`src/rtl/period_meter_pkg.sv`:
```
// Shared definitions for the period meter: FSM state encoding and
// default sizing constants.
package period_meter_pkg;

    localparam int unsigned CNT_W_DEF   = 32;
    localparam int unsigned TIMEOUT_DEF = 100000000;

    typedef enum logic [1:0] {
        IDLE    = 2'd0,
        ARM     = 2'd1,
        MEASURE = 2'd2,
        DONE    = 2'd3
    } state_t;

endpackage

```
`src/rtl/period_meter_sync_edge_det.sv`:
```
// Two-flop synchronizer for an asynchronous input followed by a third
// register used for edge detection. rise/fall are one-cycle pulses that
// reach the consumer's sampling edge three clk edges after sig changes.
module sync_edge_det (
    input  logic clk,
    input  logic rst,
    input  logic d,
    output logic q_sync,
    output logic rise,
    output logic fall
);

    logic ff1_r;
    logic ff2_r;
    logic ff3_r;

    // Synchronizer chain plus one history stage for edge detection.
    always_ff @(posedge clk or posedge rst) begin
        if (rst) begin
            ff1_r <= 1'b0;
            ff2_r <= 1'b0;
            ff3_r <= 1'b0;
        end else begin
            ff1_r <= d;
            ff2_r <= ff1_r;
            ff3_r <= ff2_r;
        end
    end

    assign q_sync = ff2_r;
    assign rise   = ff2_r & ~ff3_r;
    assign fall   = ~ff2_r & ff3_r;

endmodule

```
`src/rtl/period_meter.sv`:
```
// Single-shot period meter. A start request arms the meter, the first
// synchronized rising edge of sig_in opens the measurement and the next
// one closes it; the distance in clk cycles is reported through a
// valid/ready result port. Silence longer than TIMEOUT aborts the run.
// Optional build macro PERIOD_METER_DUTY_EN adds the high_time port,
// the number of cycles sig_in was high inside the measured period.
module period_meter
    import period_meter_pkg::*;
#(
    parameter int unsigned CNT_W   = CNT_W_DEF,
    parameter int unsigned TIMEOUT = TIMEOUT_DEF
) (
    input  logic             clk,
    input  logic             rst,
    input  logic             sig_in,
    input  logic             start,
    output logic             busy,
    output logic [CNT_W-1:0] period,
`ifdef PERIOD_METER_DUTY_EN
    output logic [CNT_W-1:0] high_time,
`endif
    output logic             timeout,
    output logic             res_valid,
    input  logic             res_ready
);

    // Last count value before the run is declared dead; counters stop here,
    // so they can never wrap.
    localparam logic [CNT_W-1:0] TMO_LAST_C = CNT_W'(TIMEOUT - 1);
    localparam logic [CNT_W-1:0] ONE_C      = CNT_W'(1);
    localparam logic [CNT_W-1:0] ZERO_C     = {CNT_W{1'b0}};

    logic q_sync_s;
    logic rise_s;
    logic fall_s;
    // Gathers edge-detector outputs this build does not consume.
    logic unused_s;

    state_t           state_r;
    state_t           state_nxt_s;
    logic [CNT_W-1:0] cnt_r;
    logic [CNT_W-1:0] cnt_nxt_s;
    logic [CNT_W-1:0] period_r;
    logic [CNT_W-1:0] period_nxt_s;
    logic             timeout_r;
    logic             timeout_nxt_s;
    logic             res_valid_r;
    logic             busy_r;
    logic             tmo_hit_s;

    sync_edge_det u_sync (
        .clk    (clk),
        .rst    (rst),
        .d      (sig_in),
        .q_sync (q_sync_s),
        .rise   (rise_s),
        .fall   (fall_s)
    );

    assign unused_s  = fall_s ^ q_sync_s;
    assign tmo_hit_s = (cnt_r == TMO_LAST_C);

    // Next-state and result selection; an edge always wins over a timeout.
    always_comb begin
        state_nxt_s   = state_r;
        cnt_nxt_s     = cnt_r;
        period_nxt_s  = period_r;
        timeout_nxt_s = timeout_r;
        case (state_r)
            IDLE: begin
                if (start) begin
                    state_nxt_s = ARM;
                    cnt_nxt_s   = ZERO_C;
                end else begin
                    state_nxt_s = IDLE;
                end
            end
            ARM: begin
                if (rise_s) begin
                    state_nxt_s = MEASURE;
                    cnt_nxt_s   = ONE_C;
                end else if (tmo_hit_s) begin
                    state_nxt_s   = DONE;
                    period_nxt_s  = ZERO_C;
                    timeout_nxt_s = 1'b1;
                end else begin
                    cnt_nxt_s = cnt_r + ONE_C;
                end
            end
            MEASURE: begin
                if (rise_s) begin
                    state_nxt_s   = DONE;
                    period_nxt_s  = cnt_r;
                    timeout_nxt_s = 1'b0;
                end else if (tmo_hit_s) begin
                    state_nxt_s   = DONE;
                    period_nxt_s  = ZERO_C;
                    timeout_nxt_s = 1'b1;
                end else begin
                    cnt_nxt_s = cnt_r + ONE_C;
                end
            end
            DONE: begin
                // res_valid is constantly high here, so ready alone completes
                // the handshake; start and late edges are ignored.
                if (res_ready) begin
                    state_nxt_s = IDLE;
                end else begin
                    state_nxt_s = DONE;
                end
            end
            default: begin
                state_nxt_s = IDLE;
            end
        endcase
    end

    // State, counter and registered result/status outputs.
    always_ff @(posedge clk or posedge rst) begin
        if (rst) begin
            state_r     <= IDLE;
            cnt_r       <= ZERO_C;
            period_r    <= ZERO_C;
            timeout_r   <= 1'b0;
            res_valid_r <= 1'b0;
            busy_r      <= 1'b0;
        end else begin
            state_r     <= state_nxt_s;
            cnt_r       <= cnt_nxt_s;
            period_r    <= period_nxt_s;
            timeout_r   <= timeout_nxt_s;
            res_valid_r <= (state_nxt_s == DONE);
            busy_r      <= (state_nxt_s != IDLE);
        end
    end

    assign busy      = busy_r;
    assign period    = period_r;
    assign timeout   = timeout_r;
    assign res_valid = res_valid_r;

`ifdef PERIOD_METER_DUTY_EN
    logic [CNT_W-1:0] hcnt_r;
    logic [CNT_W-1:0] hcnt_nxt_s;
    logic [CNT_W-1:0] high_r;
    logic [CNT_W-1:0] high_nxt_s;

    // High-time accumulation; the opening rise cycle is already high, so
    // the count starts at one just like the period counter.
    always_comb begin
        hcnt_nxt_s = hcnt_r;
        high_nxt_s = high_r;
        if (state_r == ARM) begin
            if (rise_s) begin
                hcnt_nxt_s = ONE_C;
            end else if (tmo_hit_s) begin
                high_nxt_s = ZERO_C;
            end else begin
                hcnt_nxt_s = hcnt_r;
            end
        end else if (state_r == MEASURE) begin
            if (rise_s) begin
                high_nxt_s = hcnt_r;
            end else if (tmo_hit_s) begin
                high_nxt_s = ZERO_C;
            end else if (q_sync_s) begin
                hcnt_nxt_s = hcnt_r + ONE_C;
            end else begin
                hcnt_nxt_s = hcnt_r;
            end
        end else begin
            hcnt_nxt_s = hcnt_r;
        end
    end

    // High-time counter and its captured result.
    always_ff @(posedge clk or posedge rst) begin
        if (rst) begin
            hcnt_r <= ZERO_C;
            high_r <= ZERO_C;
        end else begin
            hcnt_r <= hcnt_nxt_s;
            high_r <= high_nxt_s;
        end
    end

    assign high_time = high_r;
`endif

endmodule

```
`config.mk`:
```
export PLATFORM = sky130hd
export DESIGN_NAME = period_meter
export DESIGN_NICKNAME = d
export VERILOG_FILES = /design/src/rtl/period_meter_pkg.sv /design/src/rtl/period_meter_sync_edge_det.sv /design/src/rtl/period_meter.sv
export SDC_FILE = /design/constraint.sdc
export NUM_CORES = 1
export LEC_CHECK = 0
export BUFFER_PORTS_ARGS = -buffer_cell sky130_fd_sc_hd__buf_4
export CAP_MARGIN = 40
export CORE_UTILIZATION = 40
export DETAILED_ROUTE_END_ITERATION = 10
export MAX_ROUTING_LAYER = met4
export PLACE_DENSITY_LB_ADDON = 0.15
export SLEW_MARGIN = 20
export SYNTH_ARGS = -nofsm -noshare
export SYNTH_HDL_FRONTEND = slang
export SYNTH_SLANG_ARGS = --single-unit
```
`constraint.sdc`:
```
create_clock -name clk -period 6.5 [get_ports clk]
set_clock_uncertainty 0.15 [all_clocks]
set_input_delay 0.325 -clock clk [delete_from_list [all_inputs] [get_ports clk]]
set_output_delay 0.325 -clock clk [all_outputs]
set_load 0.01 [all_outputs]
```
==> flow_metrics.py <==
metrics = {
    "layout": {
        "multi_input_area_mm2": 0.00170,
        "num_antenna_cells": 0,
        "final_common_cell": "dfrtp_1",
        "nets": 418,
        "register_area_mm2": 0.00180,
        "drive_above_1_share_pct": 16.5,
        "final_cell_mix": "dfrtp_1 (72), nor2_1 (48), buf_4 (45)",
        "finish.instance_area_mm2": 0.00427,
        "fillers": 830,
        "syn2layout_area_growth_pct": 17.7,
    },
    "worst_setup_path": {
        "start_kind": "flip-flop",
        "critPathArrivalTime_ns": 3.08,
        "required_ns": 6.58,
        "critPathCaptureType": "flip-flop",
        "crit_fanout": 18,
        "path_class": "reg2reg",
    },
    "die": {
        "core_mm2": 0.00876,
        "initial_core_util_pct": 41.4,
        "die_x_um": 97.2,
        "die_h_um": 97.2,
        "rows": 34,
        "io_pins": 40,
        "die_area_mm2": 0.00945,
    },
    "route": {
        "wirelength_mm": 8.10,
        "viasPerCell": 5.58,
        "wire_per_inst_um": 15.6,
        "first_pass_iters": 4,
        "detail-route-antenna-nets": 0,
        "drtIter0Drc": 264,
        "vias": 2894,
        "drc_errors": 0,
    },
    "grt": {
        "antenna_found_initial": 0,
        "grt_pass1_wl_mm": 13.8,
        "grt_max_degree": 43,
        "grt_pass1_vias": 2709,
        "track_usage_pct": 18.7,
        "grt-ovfl-total": 0,
    },
    "yosys": {
        "syn_nets": 388,
        "ys.flop_type": "dfrtp_1",
        "synth-seq-cells": 72,
        "synthCells": 377,
        "synthArstFlopShare_pct": 100,
        "synth_edf_count": 0,
        "synth_warnings": 0,
        "syn_area_per_cell_um2": 9.61,
        "synth-seq-area-share_pct": 49.7,
        "ys_types": 38,
        "synth_area_mm2": 0.00362,
    },
    "job": {
        "drv_cap": 0,
    },
    "clocking": {
        "cts.clk_slew.worst_paths_ns": 0.07,
        "htree_levels": 3,
        "cts_root_buffer": "clkbuf_8",
        "cts.sinks": 72,
        "cts_tree": "yes",
        "numCtsBuffers": 9,
        "clock_path_buffers": 2,
        "cts_setup_buffers": 0,
        "clock_latency_ns": 0.35,
    },
    "placement": {
        "dp_hpwl_mm": 5.44,
        "port_buffers": 39,
        "dpl_cell_area_mm2": 0.00402,
        "gp_congestion": 0.862,
    },
    "power": {
        "peakVddDrop_uv": 134,
        "leakage_nw": 1.86,
        "p_per_area_mw_per_mm2": 271,
        "p_total_w": 0.00116,
    },
    "timing": {
        "rsz0062_at_grt": "false",
        "drv_slew": 0,
        "relSlewSlack_pct": 51.1,
        "tns_ns": 0,
        "fin_crit_ns": 3.00,
        "fin_crit_sh_pct": 46.2,
        "finalSetupViolCount": 0,
        "fmax_mhz": 333,
        "worst_slew_pin_slew_ns": 0.732,
        "hold_violations": 0,
    },
    "min_path": {
        "hp-class": "reg2reg",
    },
    "status": {
        "status": "finished, final reports clean",
    },
}
-- stage by stage --
step / util (%) / setup slack (ns) / instances / hold WS [ns]
final: 48.7 / 3.50 / 519 / 0.208
after global routing: 48.7 / 3.30 / 519 / 0.214
after detailed placement: 45.8 / 3.52 / 502 / 0.196
after CTS: 48.7 / 3.50 / 519 / 0.212
after floorplan: - / 3.77 / 377 / 0.181
after global placement: 45.6 / 3.58 / 501 / 0.187
-- flip-flops by register name, indices dropped and copies added (netlist names) --
name,cells
u_sync.ff1_r,1
period,32
timeout,1
u_sync.ff3_r,1
u_sync.q_sync,1
state_r,2
res_valid,1
cnt_r,32
busy,1
-- cells in the mapped netlist, drive strengths merged (2+ instances only) --
library cell / instances / area, µm²
ha: 6 / 75.1
xnor2: 5 / 43.8
or3: 16 / 105
clkbuf: 23 / 87.6
nor2b: 5 / 31.3
nand3: 15 / 75.1
and4: 5 / 43.8
inv: 5 / 18.8
dfrtp: 72 / 1800
a21oi: 21 / 105
nand2: 21 / 78.8
o31ai: 3 / 22.5
nand4: 17 / 106
and3: 5 / 31.3
nor4: 9 / 56.3
xor2: 4 / 35.0
nor2: 48 / 180
o21ai: 19 / 95.1
nor4b: 3 / 26.3
or4: 8 / 60.1
and2: 2 / 12.5
o211ai: 2 / 15.0
mux2i: 33 / 330
or2: 2 / 12.5
buf: 6 / 28.8
nor3: 13 / 65.1
-- cell families (layout without fill, tap and decap cells) --
logic type,after synthesis,after routing,synth area share [%]
XOR/XNOR,9,9,2.17
buffers and inverters,34,68,3.73
AO/OA/AOI/OAI,51,51,7.90
flip-flops,72,72,49.7
multiplexers,33,33,9.11
AND/OR/NAND/NOR,172,172,25.3
adder cells (fa/ha/maj),6,6,2.07
-- per-layer routing --
layer  global-route usage, %  up-vias  part of all wire [%]
met2                    26.8       75                    45
met4                    7.23        0                   2.7
met3                    4.46       20                   4.1
met5                       -        -                     0
li1                        -     1418                     -
met1                    25.6     1381                    48
-- where the power goes --
part	total (W)	leakage, nW	internal (W)	switching, W
logic	0.000256	0.745	0.0000888	0.000167
registers	0.000483	0.994	0.000467	0.0000165
clock network	0.000417	0.119	0.000252	0.000165
-- path summary, 6_finish.rpt --
path,endpoint,depth (start not counted),slack (ns),from
worst min register to register,u_sync.q_sync$_DFF_PP0_,0,0.21,u_sync.ff1_r$_DFF_PP0_
max in group asynchronous,cnt_r[30]$_DFFE_PP0P_,5,5.16,rst
min in group asynchronous,period[24]$_DFFE_PP0P_,4,0.47,rst
worst min-delay path,u_sync.q_sync$_DFF_PP0_,0,0.21,u_sync.ff1_r$_DFF_PP0_
worst max register to register,period[30]$_DFFE_PP0P_,6,3.50,cnt_r[8]$_DFFE_PP0P_
worst max-delay path,period[30]$_DFFE_PP0P_,6,3.50,cnt_r[8]$_DFFE_PP0P_
-- critical path, stage by stage (launching register included) --
cell	delay, ns
dfrtp_1	0.51
nor4b_1	0.34
nand2_1	0.13
or4_1	0.65
nor3b_4	0.66
buf_4	0.36
nor2_1	0.08
-- layout make-up --
class	count	share of cell area, %
Sequential cell	72	42.2
Multi-Input combinational cell	271	39.9
Timing Repair Buffer	48	8.85
Tap cell	108	3.17
Clock buffer	9	2.90
Clock inverter	6	2.55
Inverter	5	0.440
-- repair_timing --
item,CTS,global route
endpoints found under the hold margin,31,0
hold buffers,2,0
resized for setup,0,0
Note: power is estimated with default switching activity, not from simulation.
